==> src/rtl/wbit_mem_pkg.sv <==
// Shared definitions for the byte-addressed word memory: FSM states,
// lane geometry and the response record carried down the latency pipe.
package wbit_mem_pkg;

  localparam int BYTE_LANES = 4;
  localparam int WORD_W     = 32;

  typedef enum logic {
    ST_CLEAR = 1'b0,
    ST_READY = 1'b1
  } mem_state_e;

  typedef struct packed {
    logic              valid;
    logic              fault;
    logic [WORD_W-1:0] rdata;
  } mem_rsp_t;

  function automatic logic is_misaligned(input logic [1:0] addr_lsb);
    return addr_lsb != 2'b00;
  endfunction

endpackage

==> src/rtl/wbit_mem_rsp_pipe.sv <==
// Fixed-depth shift register that delays a response record by LAT cycles.
// Reset empties every stage so nothing in flight survives a reset.
module wbit_mem_rsp_pipe
  import wbit_mem_pkg::*;
#(
  parameter int LAT = 1
) (
  input  logic     clk,
  input  logic     reset,
  input  mem_rsp_t rsp_i,
  output mem_rsp_t rsp_o
);

  mem_rsp_t stage_q [LAT];

  // Shift one stage per cycle; stage 0 captures the response formed at accept
  always_ff @(posedge clk or posedge reset) begin
    if (reset) begin
      for (int i = 0; i < LAT; i++) begin
        stage_q[i] <= '0;
      end
    end else begin
      stage_q[0] <= rsp_i;
      for (int i = 1; i < LAT; i++) begin
        stage_q[i] <= stage_q[i-1];
      end
    end
  end

  assign rsp_o = stage_q[LAT-1];

endmodule

==> src/rtl/wbit_byte_memory.sv <==
// Byte-addressed little-endian 32-bit word memory with per-byte strobes,
// misalignment faults, configurable read latency and optional post-reset clear.
module wbit_byte_memory
  import wbit_mem_pkg::*;
#(
  parameter int DEPTH_BYTES    = 64,
  parameter int READ_LAT       = 1,
  parameter bit CLEAR_ON_RESET = 1'b0
) (
  input  logic        clk,
  input  logic        reset,
  input  logic        req_valid,
  output logic        req_ready,
  input  logic        req_we,
  input  logic [3:0]  req_be,
  input  logic [31:0] req_addr,
  input  logic [31:0] req_wdata,
  output logic        rsp_valid,
  output logic [31:0] rsp_rdata,
  output logic        rsp_fault,
  output logic        init_busy
);

  localparam int AW    = $clog2(DEPTH_BYTES);
  localparam int WORDS = DEPTH_BYTES / BYTE_LANES;
  localparam int WAW   = AW - 2;
  localparam logic [WAW-1:0] LAST_WORD = WAW'(WORDS - 1);

  mem_state_e        state_q;
  logic [WAW-1:0]    clr_idx_q;
  logic              accept_s;
  logic              misaligned_s;
  logic              wr_en_s;
  logic              clr_en_s;
  logic [WAW-1:0]    word_idx_s;
  logic [WAW-1:0]    bank_idx_s;
  logic [WORD_W-1:0] rd_word_s;
  mem_rsp_t          rsp_d;
  mem_rsp_t          rsp_q;
  logic              unused_addr_s;

  // Upper address bits alias onto the array
  assign word_idx_s    = req_addr[AW-1:2];
  assign unused_addr_s = ^req_addr[31:AW];
  assign misaligned_s  = is_misaligned(req_addr[1:0]);
  assign clr_en_s      = (state_q == ST_CLEAR);
  assign req_ready     = (state_q == ST_READY) & ~reset;
  assign init_busy     = clr_en_s;
  assign accept_s      = req_valid & req_ready;
  assign wr_en_s       = accept_s & req_we & ~misaligned_s;
  assign bank_idx_s    = clr_en_s ? clr_idx_q : word_idx_s;

  // Clear sequencer: one zero word per cycle, then hand over to requests
  always_ff @(posedge clk or posedge reset) begin
    if (reset) begin
      state_q   <= CLEAR_ON_RESET ? ST_CLEAR : ST_READY;
      clr_idx_q <= '0;
    end else begin
      case (state_q)
        ST_CLEAR: begin
          if (clr_idx_q == LAST_WORD) begin
            state_q   <= ST_READY;
            clr_idx_q <= '0;
          end else begin
            clr_idx_q <= clr_idx_q + WAW'(1);
          end
        end
        ST_READY: clr_idx_q <= '0;
        default: begin
          state_q   <= ST_READY;
          clr_idx_q <= '0;
        end
      endcase
    end
  end

  for (genvar b = 0; b < BYTE_LANES; b++) begin : g_bank
    logic [7:0] mem_q [WORDS];
    logic       lane_we_s;

    assign lane_we_s = clr_en_s | (wr_en_s & req_be[b]);

    // Byte lane write port; contents deliberately survive reset
    always_ff @(posedge clk) begin
      if (lane_we_s) begin
        mem_q[bank_idx_s] <= clr_en_s ? 8'h00 : req_wdata[8*b +: 8];
      end
    end

    assign rd_word_s[8*b +: 8] = mem_q[word_idx_s];
  end

  // Response formed at accept; faults and writes carry zero data
  always_comb begin
    rsp_d = '0;
    if (accept_s) begin
      rsp_d.valid = 1'b1;
      rsp_d.fault = misaligned_s;
      if (!req_we && !misaligned_s) begin
        rsp_d.rdata = rd_word_s;
      end else begin
        rsp_d.rdata = '0;
      end
    end else begin
      rsp_d = '0;
    end
  end

  if (READ_LAT == 0) begin : g_comb
    assign rsp_q = rsp_d;
  end else begin : g_pipe
    wbit_mem_rsp_pipe #(
      .LAT(READ_LAT)
    ) u_rsp_pipe (
      .clk  (clk),
      .reset(reset),
      .rsp_i(rsp_d),
      .rsp_o(rsp_q)
    );
  end

  assign rsp_valid = rsp_q.valid;
  assign rsp_fault = rsp_q.fault;
  assign rsp_rdata = rsp_q.rdata;

endmodule

==> config.mk <==
export PLATFORM = sky130hd
export DESIGN_NAME = wbit_byte_memory
export DESIGN_NICKNAME = d
export VERILOG_FILES = /design/src/rtl/wbit_mem_pkg.sv /design/src/rtl/wbit_mem_rsp_pipe.sv /design/src/rtl/wbit_byte_memory.sv
export SDC_FILE = /design/constraint.sdc
export NUM_CORES = 1
export LEC_CHECK = 0
export ABC_AREA = 0
export ABC_CLOCK_PERIOD_IN_PS = 6350
export CAP_MARGIN = 40
export CORE_MARGIN = 8
export CORE_UTILIZATION = 64
export DETAILED_ROUTE_END_ITERATION = 7
export PLACE_DENSITY = 0.93
export SLEW_MARGIN = 20
export SYNTH_ARGS = -nofsm -noshare
export SYNTH_HDL_FRONTEND = slang
export SYNTH_SLANG_ARGS = --single-unit
==> constraint.sdc <==
create_clock -name clk -period 6.35 [get_ports clk]
set_input_delay 1.27 -clock clk [delete_from_list [all_inputs] [get_ports clk]]
set_output_delay 1.27 -clock clk [all_outputs]
set_load 0.01 [all_outputs]
==> results of run 1 <==
sequential cells by signal, indices dropped and copies added (netlist names):
name,cells
state_q,1
g_pipe.u_rsp_pipe.rsp_o,34
clr_idx_q,4
g_bank.mem_q,512
per-layer routing:
layer  part of all wire  routed length [um]  GRT usage
met1               0.35               16900      0.312
met2               0.50               24400      0.423
met3               0.10                4990     0.0523
met4              0.045                2200     0.0924
met5                  0                   0          0
worst paths after layout:
check / depth (start not counted) / end / start
min in group asynchronous: 2 / clr_idx_q[1]$_DFF_PP0_ / reset
max in group asynchronous: 3 / state_q$_DFF_PP1_ / reset
setup / recovery: 3 / req_ready / state_q$_DFF_PP1_
hold reg to reg: 1 / clr_idx_q[0]$_DFF_PP0_ / clr_idx_q[0]$_DFF_PP0_
hold / removal: 1 / clr_idx_q[0]$_DFF_PP0_ / clr_idx_q[0]$_DFF_PP0_
setup reg to reg: 5 / g_bank[2].mem_q[14][4]$_DFFE_PP_ / state_q$_DFF_PP1_
critical path, delay by kind of cell (launching register included):
family | cells | cell delay, ns
flip-flops | 1 | 0.77
buffers and inverters | 2 | 0.89
AND/OR/NAND/NOR | 1 | 0.18
power breakdown:
group	switching [W]	leakage (nW)	internal [W]
Sequential	0.000000929	5.14	0.00397
Combinational	0.000169	2.12	0.000134
Clock	0.00128	0.791	0.00169
stage by stage:
stage / util / hold WS [ns] / cell area [um^2] / power, W / setup slack (ns)
floorplan: - / 0.500 / 21200 / 0.00425 / 3.38
global placement: 0.685 / 0.530 / 22300 / 0.00433 / 2.50
detailed placement: 0.690 / 0.555 / 22500 / 0.00434 / 2.38
CTS: 0.740 / 0.581 / 24100 / 0.00724 / 2.70
global route: 0.747 / 0.601 / 24400 / 0.00742 / 2.58
finish: 0.747 / 0.593 / 24400 / 0.00724 / 2.68
layout make-up:
cell class                 instances  area [um^2]
sequential                       551        16400
timing repair buffer             143         1310
fill                            1668         8250
antenna                            1         2.50
multi-input combinational        372         4530
clock inverter                    25          198
clock buffer                      70         1420
tap                              442          553
inverter                           2         7.51
cells in the mapped netlist, types with 4 or more instances:
cell type | n | area (um^2)
clkbuf_1 | 18 | 67.6
buf_6 | 9 | 101
mux4_2 | 128 | 2880
and2_1 | 32 | 200
buf_2 | 22 | 110
mux2i_1 | 64 | 641
nor3b_1 | 6 | 45.0
a41oi_1 | 4 | 35.0
nor2_1 | 69 | 259
buf_4 | 4 | 30.0
dfrtp_1 | 38 | 951
o22ai_1 | 48 | 300
edfxtp_1 | 512 | 15400
and3b_1 | 7 | 61.3
cell families (layout without fill, tap and decap cells):
group | Yosys count | in the layout | share of synthesized area
fa+ha+maj | 1 | 1 | 0.000590
xor+xnor | 2 | 2 | 0.000827
compound gates | 52 | 52 | 0.0158
buf+inv | 56 | 240 | 0.0151
flops | 551 | 551 | 0.771
other cells | 0 | 1 | 0
simple gates | 125 | 125 | 0.0299
mux | 192 | 192 | 0.166
==> impl_metrics.csv, run 1 <==
group,metric,value,unit
routing,drc,0,
layout,syn_to_final_growth,15.0,%
floorplanning,num_rows,66,
sta,fin_tns_setup,0,ns
place,port_buffers,81,
logic_synthesis,ys_types,27,
grt,first_global_vias,11200,
pwr,p_leak,8.05,nW
routing,routed_wl,48.6,mm
floorplanning,die_h,198,um
sta,finalHoldViolCount,0,
logic_synthesis,syn_nets,1052,
clock_network,clock_latency,0.56,ns
routing,post_drt_wl_per_cell,30.2,um
critical_path,crit_path_cell_trace,"inv_1, nor2_1, clkdlybuf4s50_1",
sta,timing.fmax,272,MHz
sta,max_slew.worst_pin.slew,0.895,ns
clock_network,post-cts-setup-buffers,0,
layout,drive_above_1_share,0.230,
routing,drtIter0Drc,1220,
grt,antenna_found_initial,1,
critical_path,arrival,2.40,ns
routing,avgViaCountPerCell,6.68,
floorplanning,die_w,198,um
logic_synthesis,netlist_instances,979,
critical_path,cp_max_fo,17,
grt,grt_pass1_wl,70.4,mm
floorplanning,dieArea,39200,um^2
routing,first_pass_iters,6,
pwr,ir_drop,0.259,mV
place,dp_hpwl,28.6,mm
clock_network,clkTransAtPathRegs,0.06,ns
critical_path,critPathKind,"reg2out",
pwr,power_density,297,nW/um^2
sta,fin_crit_sh,0.578,
sta,rsz0062_at_grt,"false",
logic_synthesis,synth_seq_cells,551,
clock_network,cts_buffers,52,
hold_path,hp-class,"reg2reg",
logic_synthesis,synth_seq_area_share,0.771,
layout,finish.net_count,1195,
critical_path,end_kind,"output pin",
clock_network,cts_tree,"done",
floorplanning,start_util,0.650,
clock_network,clock_tree.root_cell,"clkbuf_16",
job,maxCapViolations,0,
routing,via_count,10700,
sta,finClkSkew,0.0132,ns
place,gp_congestion,0.852,
critical_path,cpMaxStageDelayCell,"dfstp_2",
run_status,status,"finished clean",
critical_path,r2r_slack,3.01,ns
logic_synthesis,yosys_warnings,0,
grt,grt_max_degree,66,
floorplanning,coreArea,32600,um^2
logic_synthesis,syn_avg_cell_area,21.6,um^2
layout,stdcell_count,1606,
routing,drtAntennaViolNets,0,
clock_network,cts_sinks,551,
logic_synthesis,synth-edff-count,512,
clock_network,clk_path_buf_depth,3,
sta,final-max-slew-violation-count,0,
logic_synthesis,synth_flop_cell,"edfxtp_1",
clock_network,htree_levels,2,
critical_path,cp-start-kind,"flip-flop",
layout,layout.cells.most_common,"edfxtp_1",
critical_path,critPathMaxStageDelay,0.77,ns
place,dp_cells,1480,
clock_network,cts_resized,0,
critical_path,cp.required,5.08,ns
logic_synthesis,syn_area,21200,um^2
grt,overflow,0,
sta,finalCriticalPeriod,3.67,ns
floorplanning,io_pins,108,
layout,final_cell_mix,"edfxtp_1, mux4_2, clkdlybuf4s50_1",
grt,grt_usage,0.248,
sta,maxSlewHeadroom,0.401,
clock_network,holdBufCountCts,0,
sta,finalSetupViolCount,0,
logic_synthesis,ys_async_sr_fraction,0.0708,
Note: power is estimated with default switching activity, not from simulation.
==> inputs of run 2 (changes only) <==
ABC_CLOCK_PERIOD_IN_PS = 3000   (was 6350)
CORE_UTILIZATION = 54   (was 64)
PLACE_DENSITY = 0.85   (was 0.93)
clock period = 3 ns   (was 6.35 ns; I/O delays follow)
==> run 2 against run 1 <==
  * Clock power increased by 120%
  * Worst hold slack got worse by 0.14 ns
  * Setup slack got worse by 2.4 ns
  * Cell count increased by 6.7%
  * Largest power group unchanged
  * Wire length decreased by 6.4%
  * Utilization decreased by 11 points
  * Non-clock buffer count increased by 29
  * Total power increased by 110%
  * Via count decreased by 3.0%
  * Largest cell class unchanged
  * Combinational power increased by 120%
  * Sequential share of layout area decreased by 1.2 points
  * Count of clock-buffer cells in the layout increased by 5
==> impl_metrics.csv, run 2 (synthesis results as in run 1) <==
group,metric,value,unit
run_status,status,"finished clean",
clock_network,cts_sinks,551,
sta,finClkSkew,0.0254,ns
layout,fillCellCount,2490,
clock_network,clkTransAtPathRegs,0.07,ns
place,dpl_cell_area,23100,um^2
grt,grt_pass1_wl,66.9,mm
clock_network,holdBufCountCts,0,
pwr,power_switching_share,0.198,
floorplanning,num_rows,72,
clock_network,clock_latency,0.59,ns
clock_network,cts_buffers,52,
sta,finalCriticalPeriod,2.70,ns
place,gp_congestion,0.855,
hold_path,hp-class,"in2async",
sta,maxSlewHeadroom,0.496,
pwr,ir_drop,0.411,mV
sta,timing.fmax,370,MHz
job,maxCapViolations,0,
floorplanning,start_util,0.547,
sta,finalHoldViolCount,0,
clock_network,htree_levels,2,
pwr,p_switching,0.00307,W
place,dp_hpwl,27.1,mm
place,port_buffers,81,
place,dp_slack,0.369,ns
critical_path,cp-start-kind,"flip-flop",
routing,avgViaCountPerCell,6.08,
layout,syn_to_final_growth,17.1,%
pwr,p_leak,8.25,nW
layout,final_cell_mix,"edfxtp_1, mux4_2, buf_4",
layout,finish.net_count,1224,
grt,first_global_vias,10900,
layout,layout.cells.most_common,"edfxtp_1",
floorplanning,io_pins,108,
sta,finalSetupViolCount,0,
layout,num_antenna_cells,0,
layout,largest_reg_flops,512,
routing,via_count,10400,
grt,grt_usage,0.193,
clock_network,clock_tree.root_cell,"clkbuf_16",
layout,drive_above_1_share,0.250,
critical_path,cp.required,2.40,ns
sta,fin_tns_setup,0,ns
pwr,cell_internal_pwr,0.0125,W
critical_path,critPathKind,"reg2out",
floorplanning,dieArea,45800,um^2
sta,rsz0062_at_grt,"false",
routing,drc,0,
grt,antenna_found_initial,2,
clock_network,cts_tree,"done",
pwr,power_density,626,nW/um^2
pwr,combPwrFrac,0.042,
sta,final-max-slew-violation-count,0,
pwr,clkPwrFrac,0.417,
sta,setup_slack,0.301,ns
floorplanning,die_h,214,um
routing,drtIter0Drc,1165,
routing,post_drt_wl_per_cell,26.5,um
layout,top_register,"g_bank.mem_q",
clock_network,cts_resized,0,
sta,max_slew.worst_pin.slew,0.756,ns
layout,design_area,24800,um^2
pwr,power_frac_seq,0.541,
critical_path,cp_max_fo,7,
routing,routed_wl,45.4,mm
clock_network,clk_path_buf_depth,3,
critical_path,arrival,2.10,ns
grt,overflow,0,
floorplanning,coreArea,38700,um^2
sta,fin_crit_sh,0.900,
grt,grt_max_degree,65,
floorplanning,die_w,214,um
routing,first_pass_iters,7,
critical_path,end_kind,"output pin",
clock_network,post-cts-setup-buffers,0,
routing,drtAntennaViolNets,0,
run 2: cell count changes in the layout (fill, tap and decap cells not counted), moves of 2 or more:
cell       delta
inv_6         +2
buf_4        +24
buf_16        +2
bufinv_16     +2
clkinv_1      -4
buf_12        +3
clkbuf_1      +5
run 2: layer usage:
layer | share of wire | vias up | track usage
li1 | - | 4388 | -
met1 | 0.37 | 5340 | 0.246
met2 | 0.49 | 565 | 0.318
met3 | 0.10 | 120 | 0.0568
met4 | 0.031 | 2 | 0.0606
met5 | 0.00033 | - | 0.00429
run 2: final cells by class:
type / count / area (um^2) / share of cell area
Clock buffer: 75 / 1440 / 0.0580
Clock inverter: 23 / 246 / 0.00993
Inverter: 2 / 7.51 / 0.000302
Multi-Input combinational cell: 372 / 4530 / 0.182
Sequential cell: 551 / 16400 / 0.659
Tap cell: 518 / 648 / 0.0261
Timing Repair Buffer: 172 / 1610 / 0.0648
run 2: critical path, cell delays in order, from the launching register on:
cell	delay (ns)
dfstp_2	0.61
inv_1	0.20
nor2_1	0.15
clkdlybuf4s50_1	0.54
run 2: stage by stage:
step	std cells	utilization	hold WS [ns]	power [W]
after CTS	1712	0.640	0.469	0.0156
after global routing	1713	0.641	0.453	0.0159
after global placement	1613	0.596	0.526	0.00918
final	1713	0.641	0.449	0.0155
after detailed placement	1614	0.597	0.542	0.00921
after floorplan	979	-	0.500	0.00899
run 2: power by group through the flow:
| stage | Sequential [W] | Combinational, W | Clock, W |
|---|---|---|---|
| 2_1_floorplan | 0.00857 | 0.000422 | 0 |
| 3_3_place_gp | 0.00857 | 0.000619 | 0 |
| 3_5_place_dp | 0.00857 | 0.000647 | 0 |
| 4_1_cts | 0.00840 | 0.000657 | 0.00654 |
| 5_1_grt | 0.00840 | 0.000701 | 0.00680 |
| 6_report | 0.00840 | 0.000657 | 0.00648 |
run 2: final timing paths:
path / start / end / slack (ns) / cells past startpoint
max: state_q$_DFF_PP1_ / req_ready / 0.30 / 3
min: reset / g_pipe.u_rsp_pipe.rsp_o[31]$_DFF_PP0_ / 0.45 / 2
max reg2reg: state_q$_DFF_PP1_ / g_bank[0].mem_q[4][3]$_DFFE_PP_ / 0.57 / 5
min reg2reg: clr_idx_q[0]$_DFF_PP0_ / clr_idx_q[0]$_DFF_PP0_ / 0.60 / 1
max in group asynchronous: reset / g_pipe.u_rsp_pipe.rsp_o[8]$_DFF_PP0_ / 1.85 / 4
min in group clk: req_addr[3] / g_pipe.u_rsp_pipe.rsp_o[31]$_DFF_PP0_ / 0.48 / 3
